==> src/rtl/ultrasonic_range_ctrl.sv <==
// Trigger/echo sequencer for an HC-SR04-style ultrasonic ranger.
// Fires the trigger, times the echo in centimetre steps and enforces the inter-shot hold-off.
module ultrasonic_range_ctrl #(
    parameter int TRIG_CYC    = 250,
    parameter int CM_CYC      = 1450,
    parameter int ECHO_TO_CYC = 750000,
    parameter int HOLDOFF_CYC = 1500000,
    parameter int MAX_CM      = 400,
    parameter int DW          = 9
) (
    input  logic          clk_in,
    input  logic          rst_n,
    input  logic          start,
    input  logic          auto_en,
    input  logic          echo,
    output logic          trig,
    output logic          busy,
    output logic          valid,
    output logic          timeout,
    output logic [DW-1:0] dist_cm
);

    typedef enum logic [2:0] {
        S_IDLE,
        S_TRIG,
        S_WAIT_RISE,
        S_MEASURE,
        S_HOLDOFF
    } state_t;

    // One shared counter times the trigger, the echo wait and the hold-off.
    localparam int CNT_MAX = (TRIG_CYC > ECHO_TO_CYC)
                           ? ((TRIG_CYC > HOLDOFF_CYC) ? TRIG_CYC : HOLDOFF_CYC)
                           : ((ECHO_TO_CYC > HOLDOFF_CYC) ? ECHO_TO_CYC : HOLDOFF_CYC);
    localparam int CNT_W = $clog2(CNT_MAX + 1);
    localparam int PS_W  = $clog2(CM_CYC + 1);

    localparam logic [CNT_W-1:0] TRIG_LAST  = CNT_W'(TRIG_CYC - 1);
    localparam logic [CNT_W-1:0] ECHO_LAST  = CNT_W'(ECHO_TO_CYC - 1);
    localparam logic [CNT_W-1:0] HOLD_LAST  = CNT_W'(HOLDOFF_CYC - 1);
    localparam logic [PS_W-1:0]  PRESC_LAST = PS_W'(CM_CYC - 1);
    localparam logic [DW-1:0]    MAX_CM_V   = DW'(MAX_CM);

    state_t          state, state_nxt;
    logic [CNT_W-1:0] cnt, cnt_nxt;
    logic [PS_W-1:0]  presc, presc_nxt;
    logic [DW-1:0]    cm_cnt, cm_nxt;
    logic [DW-1:0]    dist_nxt;
    logic             trig_nxt, valid_nxt, timeout_nxt;

    logic echo_meta, echo_s, echo_q;
    logic echo_rise, echo_fall;

    // Echo is asynchronous: two flops for metastability, a third for edge detection.
    // NOTE: every flop here, synchroniser included, takes the async reset so no stale
    // echo level can fake an edge right after reset; there are no memories to exempt.
    always_ff @(posedge clk_in or negedge rst_n) begin
        if (!rst_n) begin
            echo_meta <= 1'b0;
            echo_s    <= 1'b0;
            echo_q    <= 1'b0;
        end else begin
            echo_meta <= echo;
            echo_s    <= echo_meta;
            echo_q    <= echo_s;
        end
    end

    assign echo_rise = echo_s & ~echo_q;
    assign echo_fall = ~echo_s & echo_q;

    // NOTE: state registers use non-blocking assignments so every flop samples the
    // pre-edge values; blocking here would create order-dependent simulation races.
    always_ff @(posedge clk_in or negedge rst_n) begin
        if (!rst_n) begin
            state   <= S_IDLE;
            cnt     <= '0;
            presc   <= '0;
            cm_cnt  <= '0;
            trig    <= 1'b0;
            valid   <= 1'b0;
            timeout <= 1'b0;
            dist_cm <= '0;
        end else begin
            state   <= state_nxt;
            cnt     <= cnt_nxt;
            presc   <= presc_nxt;
            cm_cnt  <= cm_nxt;
            trig    <= trig_nxt;
            valid   <= valid_nxt;
            timeout <= timeout_nxt;
            dist_cm <= dist_nxt;
        end
    end

    // NOTE: every signal is given its hold/default value first, so no path through
    // the case statement can leave one unassigned and infer a latch.
    always_comb begin
        state_nxt   = state;
        cnt_nxt     = cnt;
        presc_nxt   = presc;
        cm_nxt      = cm_cnt;
        trig_nxt    = 1'b0;
        valid_nxt   = 1'b0;
        timeout_nxt = timeout;
        dist_nxt    = dist_cm;

        unique case (state)
            S_IDLE: begin
                if (start || auto_en) begin
                    state_nxt = S_TRIG;
                    trig_nxt  = 1'b1;
                    cnt_nxt   = '0;
                end
            end

            S_TRIG: begin
                if (cnt == TRIG_LAST) begin
                    state_nxt = S_WAIT_RISE;
                    cnt_nxt   = '0;
                end else begin
                    trig_nxt = 1'b1;
                    cnt_nxt  = cnt + 1'b1;
                end
            end

            // An echo already high on entry shows no rise until it has fallen first.
            S_WAIT_RISE: begin
                if (echo_rise) begin
                    state_nxt = S_MEASURE;
                    presc_nxt = '0;
                    cm_nxt    = '0;
                end else if (cnt == ECHO_LAST) begin
                    state_nxt   = S_HOLDOFF;
                    cnt_nxt     = '0;
                    valid_nxt   = 1'b1;
                    timeout_nxt = 1'b1;
                    dist_nxt    = '0;
                end else begin
                    cnt_nxt = cnt + 1'b1;
                end
            end

            // The fall test comes first so a fall coinciding with over-range wins.
            S_MEASURE: begin
                if (echo_fall) begin
                    state_nxt   = S_HOLDOFF;
                    cnt_nxt     = '0;
                    valid_nxt   = 1'b1;
                    timeout_nxt = 1'b0;
                    dist_nxt    = cm_cnt;
                end else if (presc == PRESC_LAST) begin
                    presc_nxt = '0;
                    if (cm_cnt == MAX_CM_V) begin
                        state_nxt   = S_HOLDOFF;
                        cnt_nxt     = '0;
                        valid_nxt   = 1'b1;
                        timeout_nxt = 1'b1;
                        dist_nxt    = MAX_CM_V;
                    end else begin
                        cm_nxt = cm_cnt + 1'b1;
                    end
                end else begin
                    presc_nxt = presc + 1'b1;
                end
            end

            S_HOLDOFF: begin
                if (cnt == HOLD_LAST) begin
                    state_nxt = S_IDLE;
                    cnt_nxt   = '0;
                end else begin
                    cnt_nxt = cnt + 1'b1;
                end
            end

            default: state_nxt = S_IDLE;
        endcase
    end

    assign busy = (state != S_IDLE);

endmodule

==> config.mk <==
export PLATFORM = sky130hd
export DESIGN_NAME = ultrasonic_range_ctrl
export DESIGN_NICKNAME = d
export VERILOG_FILES = /design/src/rtl/ultrasonic_range_ctrl.sv
export SDC_FILE = /design/constraint.sdc
export NUM_CORES = 1
export LEC_CHECK = 0
export BUFFER_PORTS_ARGS = -buffer_cell sky130_fd_sc_hd__buf_2
export CAP_MARGIN = 40
export CORE_ASPECT_RATIO = 2
export CORE_MARGIN = 5
export CORE_UTILIZATION = 49
export DETAILED_ROUTE_END_ITERATION = 6
export GPL_ROUTABILITY_DRIVEN = 0
export PLACE_DENSITY = 0.71
export SYNTH_ARGS = -nofsm -noshare
export SYNTH_HDL_FRONTEND = slang
export SYNTH_SLANG_ARGS = --single-unit
export TNS_END_PERCENT = 20
==> constraint.sdc <==
create_clock -name clk_in -period 2.4 [get_ports clk_in]
set_clock_uncertainty 0.15 [all_clocks]
set_input_delay 0 -clock clk_in [delete_from_list [all_inputs] [get_ports clk_in]]
set_output_delay 0 -clock clk_in [all_outputs]
set_load 0.02 [all_outputs]
# After elaboration in Yosys (flattened, before gate mapping)
# Cells that the tools add are included.
totals:
  register_bits: 59
  in_bits: 5
  out_inout_bits: 13
  elab_cells: 97
op_classes:
  add_sub_neg: 3
  eq_ne: 21
  n_mux: 48
  bitwise_logic: 4
  reduce_logical: 10
op_table:
  columns: ["cell", "n"]
  rows:
  - ["21-bit 2-to-1 mux", 8]
  - ["21-bit one-hot mux with 5 select lines", 1]
  - ["9-bit 2-to-1 mux", 9]
  - ["9-bit one-hot mux with 2 select lines", 2]
  - ["11-bit 2-to-1 mux", 3]
  - ["3-bit 2-to-1 mux", 8]
  - ["11-bit one-hot mux with 2 select lines", 1]
  - ["21-bit by 1-bit adder with 21-bit output (second input constant)", 1]
  - ["21-bit by 20-bit equality test with 1-bit output (second input constant)", 1]
  - ["21-bit equality test (second input constant)", 1]
  - ["21-bit by 8-bit equality test with 1-bit output (second input constant)", 1]
  - ["2-bit inequality test (second input constant)", 9]
  - ["3-bit one-hot mux with 5 select lines", 1]
  - ["5-bit AND reduction", 3]
  - ["1-bit 2-to-1 mux", 12]
  - ["11-bit by 1-bit adder with 11-bit output (second input constant)", 1]
  - ["11-bit equality test (second input constant)", 1]
  - ["9-bit by 1-bit adder with 9-bit output (second input constant)", 1]
  - ["9-bit equality test (second input constant)", 1]
  - ["3-bit inequality test (second input constant)", 3]
  - ["3-bit by 2-bit equality test with 1-bit output (second input constant)", 2]
  - ["1-bit one-hot mux with 2 select lines", 3]
  - ["6-bit AND reduction", 1]
  - ["5-bit nonzero test", 1]
  - ["other kinds (9)", 11]

# Longest topological paths before layout
depth:
  depth_word: 5
  ltp_mapped: 10
  ltp_nobuf: 9

# Worst setup path before layout
# OpenSTA, ideal clock, no wires.
synth_timing:
  path_kind: "register to register"
  from: "register cm_cnt[0]"
  to: "register cnt[13]"
  setup_time_ns: 0.131
  t_arrival_ns: 2.166
  t_required_ns: 2.119
  slack_ns: -0.047
  path_stages_with_launch: 11
  synth_period_minus_slack_ns: 2.447
  path_cell_list: "dfrtp_1 -> inv_1 -> ha_1 -> or4b_4 -> o211ai_2 -> o221ai_2 -> or2_1 -> buf_6 -> buf_2 -> nor2_2 -> nor2_1"
synth_via:
  elab_chain_len: 3
synth_rtl:
  columns: ["element", "line_no", "rtl"]
  rows:
  - ["start, declared", "47", "logic [DW-1:0] cm_cnt, cm_nxt;"]
  - ["start signal, assigned", "88", "cm_cnt <= cm_nxt;"]
  - ["9-bit equality test", "154", "if (cm_cnt == MAX_CM_V) begin"]
  - ["3-bit inequality test (no line)", null, null]
  - ["5-bit AND reduction (no line)", null, null]
  - ["end signal, assigned", "86", "cnt <= cnt_nxt;"]
  - ["end, declared", "45", "logic [CNT_W-1:0] cnt, cnt_nxt;"]
# No other way between the ends.
# A chain may end at the register's enable or synchronous reset.

# Worst setup path after layout
layout_timing:
  from: "register cm_cnt[1]"
  to: "register cnt[14]"
# The elaborated chain is that of the path after synthesis.

==> results.toml <==
[floorplanning]
core_mm2 = 0.00631
dieWidth_um = 66.8
row_count = 41
initial_core_util_pct = 50.0
io_pins = 18
dieArea_mm2 = 0.00825
die_y_um = 124

[synthesis]
yosysTopAreaCellShare_pct = 46.8
synth_edf_count = 0
yosysSeqAreaShare_pct = 46.8
ys_top_cells_by_count = "59 x dfrtp_1, 35 x nand2_1, 32 x nor2_1, 31 x o21ai_0, 27 x nand3_1"
yosysTopAreaCell = "dfrtp_1"
synthFlopType = "dfrtp_1"
synth_nets = 359
ys_ff_latch = 59
post-synth-top-count-cell = "dfrtp_1"
syn_inst = 348
synthesis.area_mm2 = 0.00316
synth.area.top_cells = "dfrtp_1 47%, o21ai_0 4.9%, nand3_1 4.3%"
yosysWarnings = 0
synthArstFlopShare_pct = 100
yosysUniqueCellTypes = 50
syn_avg_cell_area_um2 = 9.07

[outcome]
status = "finished with violations"
violations = "setup timing"

[global_routing]
gr-total-overflow = 0
grt_pass1_vias = 2990
antenna_found_initial = 0
grt_max_degree = 27
grt_first_pass_wirelength_um = 13900
grt_use_total_pct = 23.1

[clock_tree]
cts_max_path_buffers = 2
clockRootBuffer = "clkbuf_16"
numCtsBuffers = 9
clk_latency_ns = 0.33
htreeDepth = 3
cts_tree = "built"
cts_sinks = 59
clk_pin_slew_ns = 0.05

[critical_path]
cp_cell_sequence = "inv_1 > ha_1 > or4b_4 > o211ai_2 > o221ai_2 > or2_4 > buf_12 > or3_4 > a21oi_2"
crit_fanout = 17
setup.worst_path.end_class = "flop"
critical_path.startpoint_type = "flop"
critPathMaxStageDelay_ns = 0.46
r2r_slack_ns = -0.14
arrival_ns = 2.63
required_ns = 2.49
cp_slowest_cell = "or4b_4"
r2r_end = "cnt[14]"
worstSetupPathType = "flop to flop"
reg2reg_from = "cm_cnt[1]"
r2r_cells = 9

[place]
hpwlAfterDp_um = 6390
portBuffers = 17
pre_cts_ws_ns = -0.105

[route]
vias = 3049
routed_wirelength_um = 9270
routedWlPerCell_um = 18.0
drcViolationCount = 0
ant_nets = 0
vias_per_cell = 5.92
drtIter0Drc = 189
firstDrtPassIters = 6

[power]
p_leak_nw = 1.86
finalPower_mw = 4.41
irDropWorstVdd_uv = 633
power_density_mw_per_mm2 = 1050

[sta]
rsz0062_at_grt = "yes"
fmax_mhz = 393
tightest_slew_ns = 0.568
relSlewSlack_pct = 62.1
final_hold_viol_count = 0
min_period_ns = 2.54
layout_setup_ws_ns = -0.142
fin_crit_sh_pct = 106
finalSetupViolCount = 12
slew_viol_final = 0

[worst_hold_path]
hold_class = "input port to async pin"

[job]
maxCapViolations = 0

[final_layout]
drive_above_1_share_pct = 26.3
nets = 437
n_fill_cell = 527
num_antenna_cells = 0
area_growth_pct = 32.6
==> cell families (layout without fill, tap and decap cells) <==
family	Yosys count	after routing	share of synthesized area (%)
AO/OA/AOI/OAI	86	86	17.8
AND/OR/NAND/NOR	162	163	26.6
flip-flops	59	59	46.8
adder cells (fa/ha/maj)	7	7	2.69
buffers and inverters	23	103	3.05
XOR/XNOR	11	11	3.05
==> worst max-delay path by stage <==
stage,cells past startpoint,endpoint,start
after global routing,9,cnt[14],cm_cnt[1]
after floorplan,9,cnt[8],cm_cnt[0]
after detailed placement,9,cnt[4],cm_cnt[0]
final,9,cnt[14],cm_cnt[1]
after global placement,8,cnt[17],cnt[1]
after CTS,9,cnt[8],cm_cnt[0]
==> layout make-up <==
type                            instances  area [um2]  area share, %
Multi-Input combinational cell        267        1710           40.8
Sequential cell                        59        1480           35.3
Timing Repair Buffer                   76         563           13.4
Clock buffer                           11         243           5.80
Tap cell                               86         108           2.57
Inverter                               13        48.8           1.17
Clock inverter                          3        40.0          0.956
==> cell usage in the layout, fill, tap and decap left out, types with 5 or more instances in the layout <==
cell type and instances:
nand4_1 12, nand2_1 34, a21oi_1 14, buf_2 19
xor2_1 8, nor3_1 7, nand3_1 25, dlygate4sd3_1 5
clkbuf_16 9, o21ai_0 24, ha_1 6, and3_1 7
a21oi_2 5, buf_4 47, nor2_1 30, inv_1 12
dfrtp_1 59, or3_1 13, a22o_1 13, o21ai_1 6
==> stage by stage <==
| step | util (%) | setup TNS (ns) | hold slack, ns | cells | instance area (um2) |
|---|---|---|---|---|---|
| 4_1_cts | 63.4 | -0.348 | 0.0642 | 505 | 4000 |
| 5_1_grt | 66.4 | -2.49 | 0.119 | 515 | 4190 |
| 2_1_floorplan | - | -0.0709 | -0.446 | 348 | 3160 |
| 3_5_place_dp | 57.8 | -1.09 | -0.118 | 486 | 3650 |
| 6_report | 66.4 | -0.511 | 0.0525 | 515 | 4190 |
| 3_3_place_gp | 57.8 | -0.621 | -0.122 | 486 | 3650 |
==> what timing repair did <==
item | in CTS | in global routing
buffers inserted | 0 | 7
setup endpoints to repair | 23 | 31
hold endpoints to repair | 27 | 0
pin swaps | 6 | 18
hold buffers | 5 | 0
gates resized for setup | 6 | 33
gates cloned | 0 | 3
==> critical path, delay by kind of cell (launching register included) <==
| kind | cells | cell delay [ns] |
|---|---|---|
| adders and majority gates | 1 | 0.12 |
| AOI/OAI and AO/OA | 3 | 0.47 |
| buffers and inverters | 2 | 0.22 |
| DFF | 1 | 0.38 |
| and+or+nand+nor | 3 | 1.12 |
==> flip-flops by register name, indices dropped and copies added, names as in the netlist <==
signal and cells:
echo_meta 1, echo_q 1, valid 1, echo_s 1, timeout 1, presc 11, dist_cm 9, cnt 21
state 3, trig 1, cm_cnt 9
==> report_power, final <==
group / internal (mW) / switching (mW)
combinational: 0.819 / 1.10
clock: 0.815 / 0.432
sequential: 1.13 / 0.112
total: 2.77 / 1.65
==> metal layers <==
metal | track usage [%] | part of all wire [%] | up-vias
met5 | 0 | 0 | -
met2 | 42.4 | 56 | 106
li1 | - | - | 1426
met1 | 21.1 | 34 | 1476
met3 | 5.36 | 3.7 | 41
met4 | 16.8 | 6.9 | 0
Power figures use the tool's default switching activity.
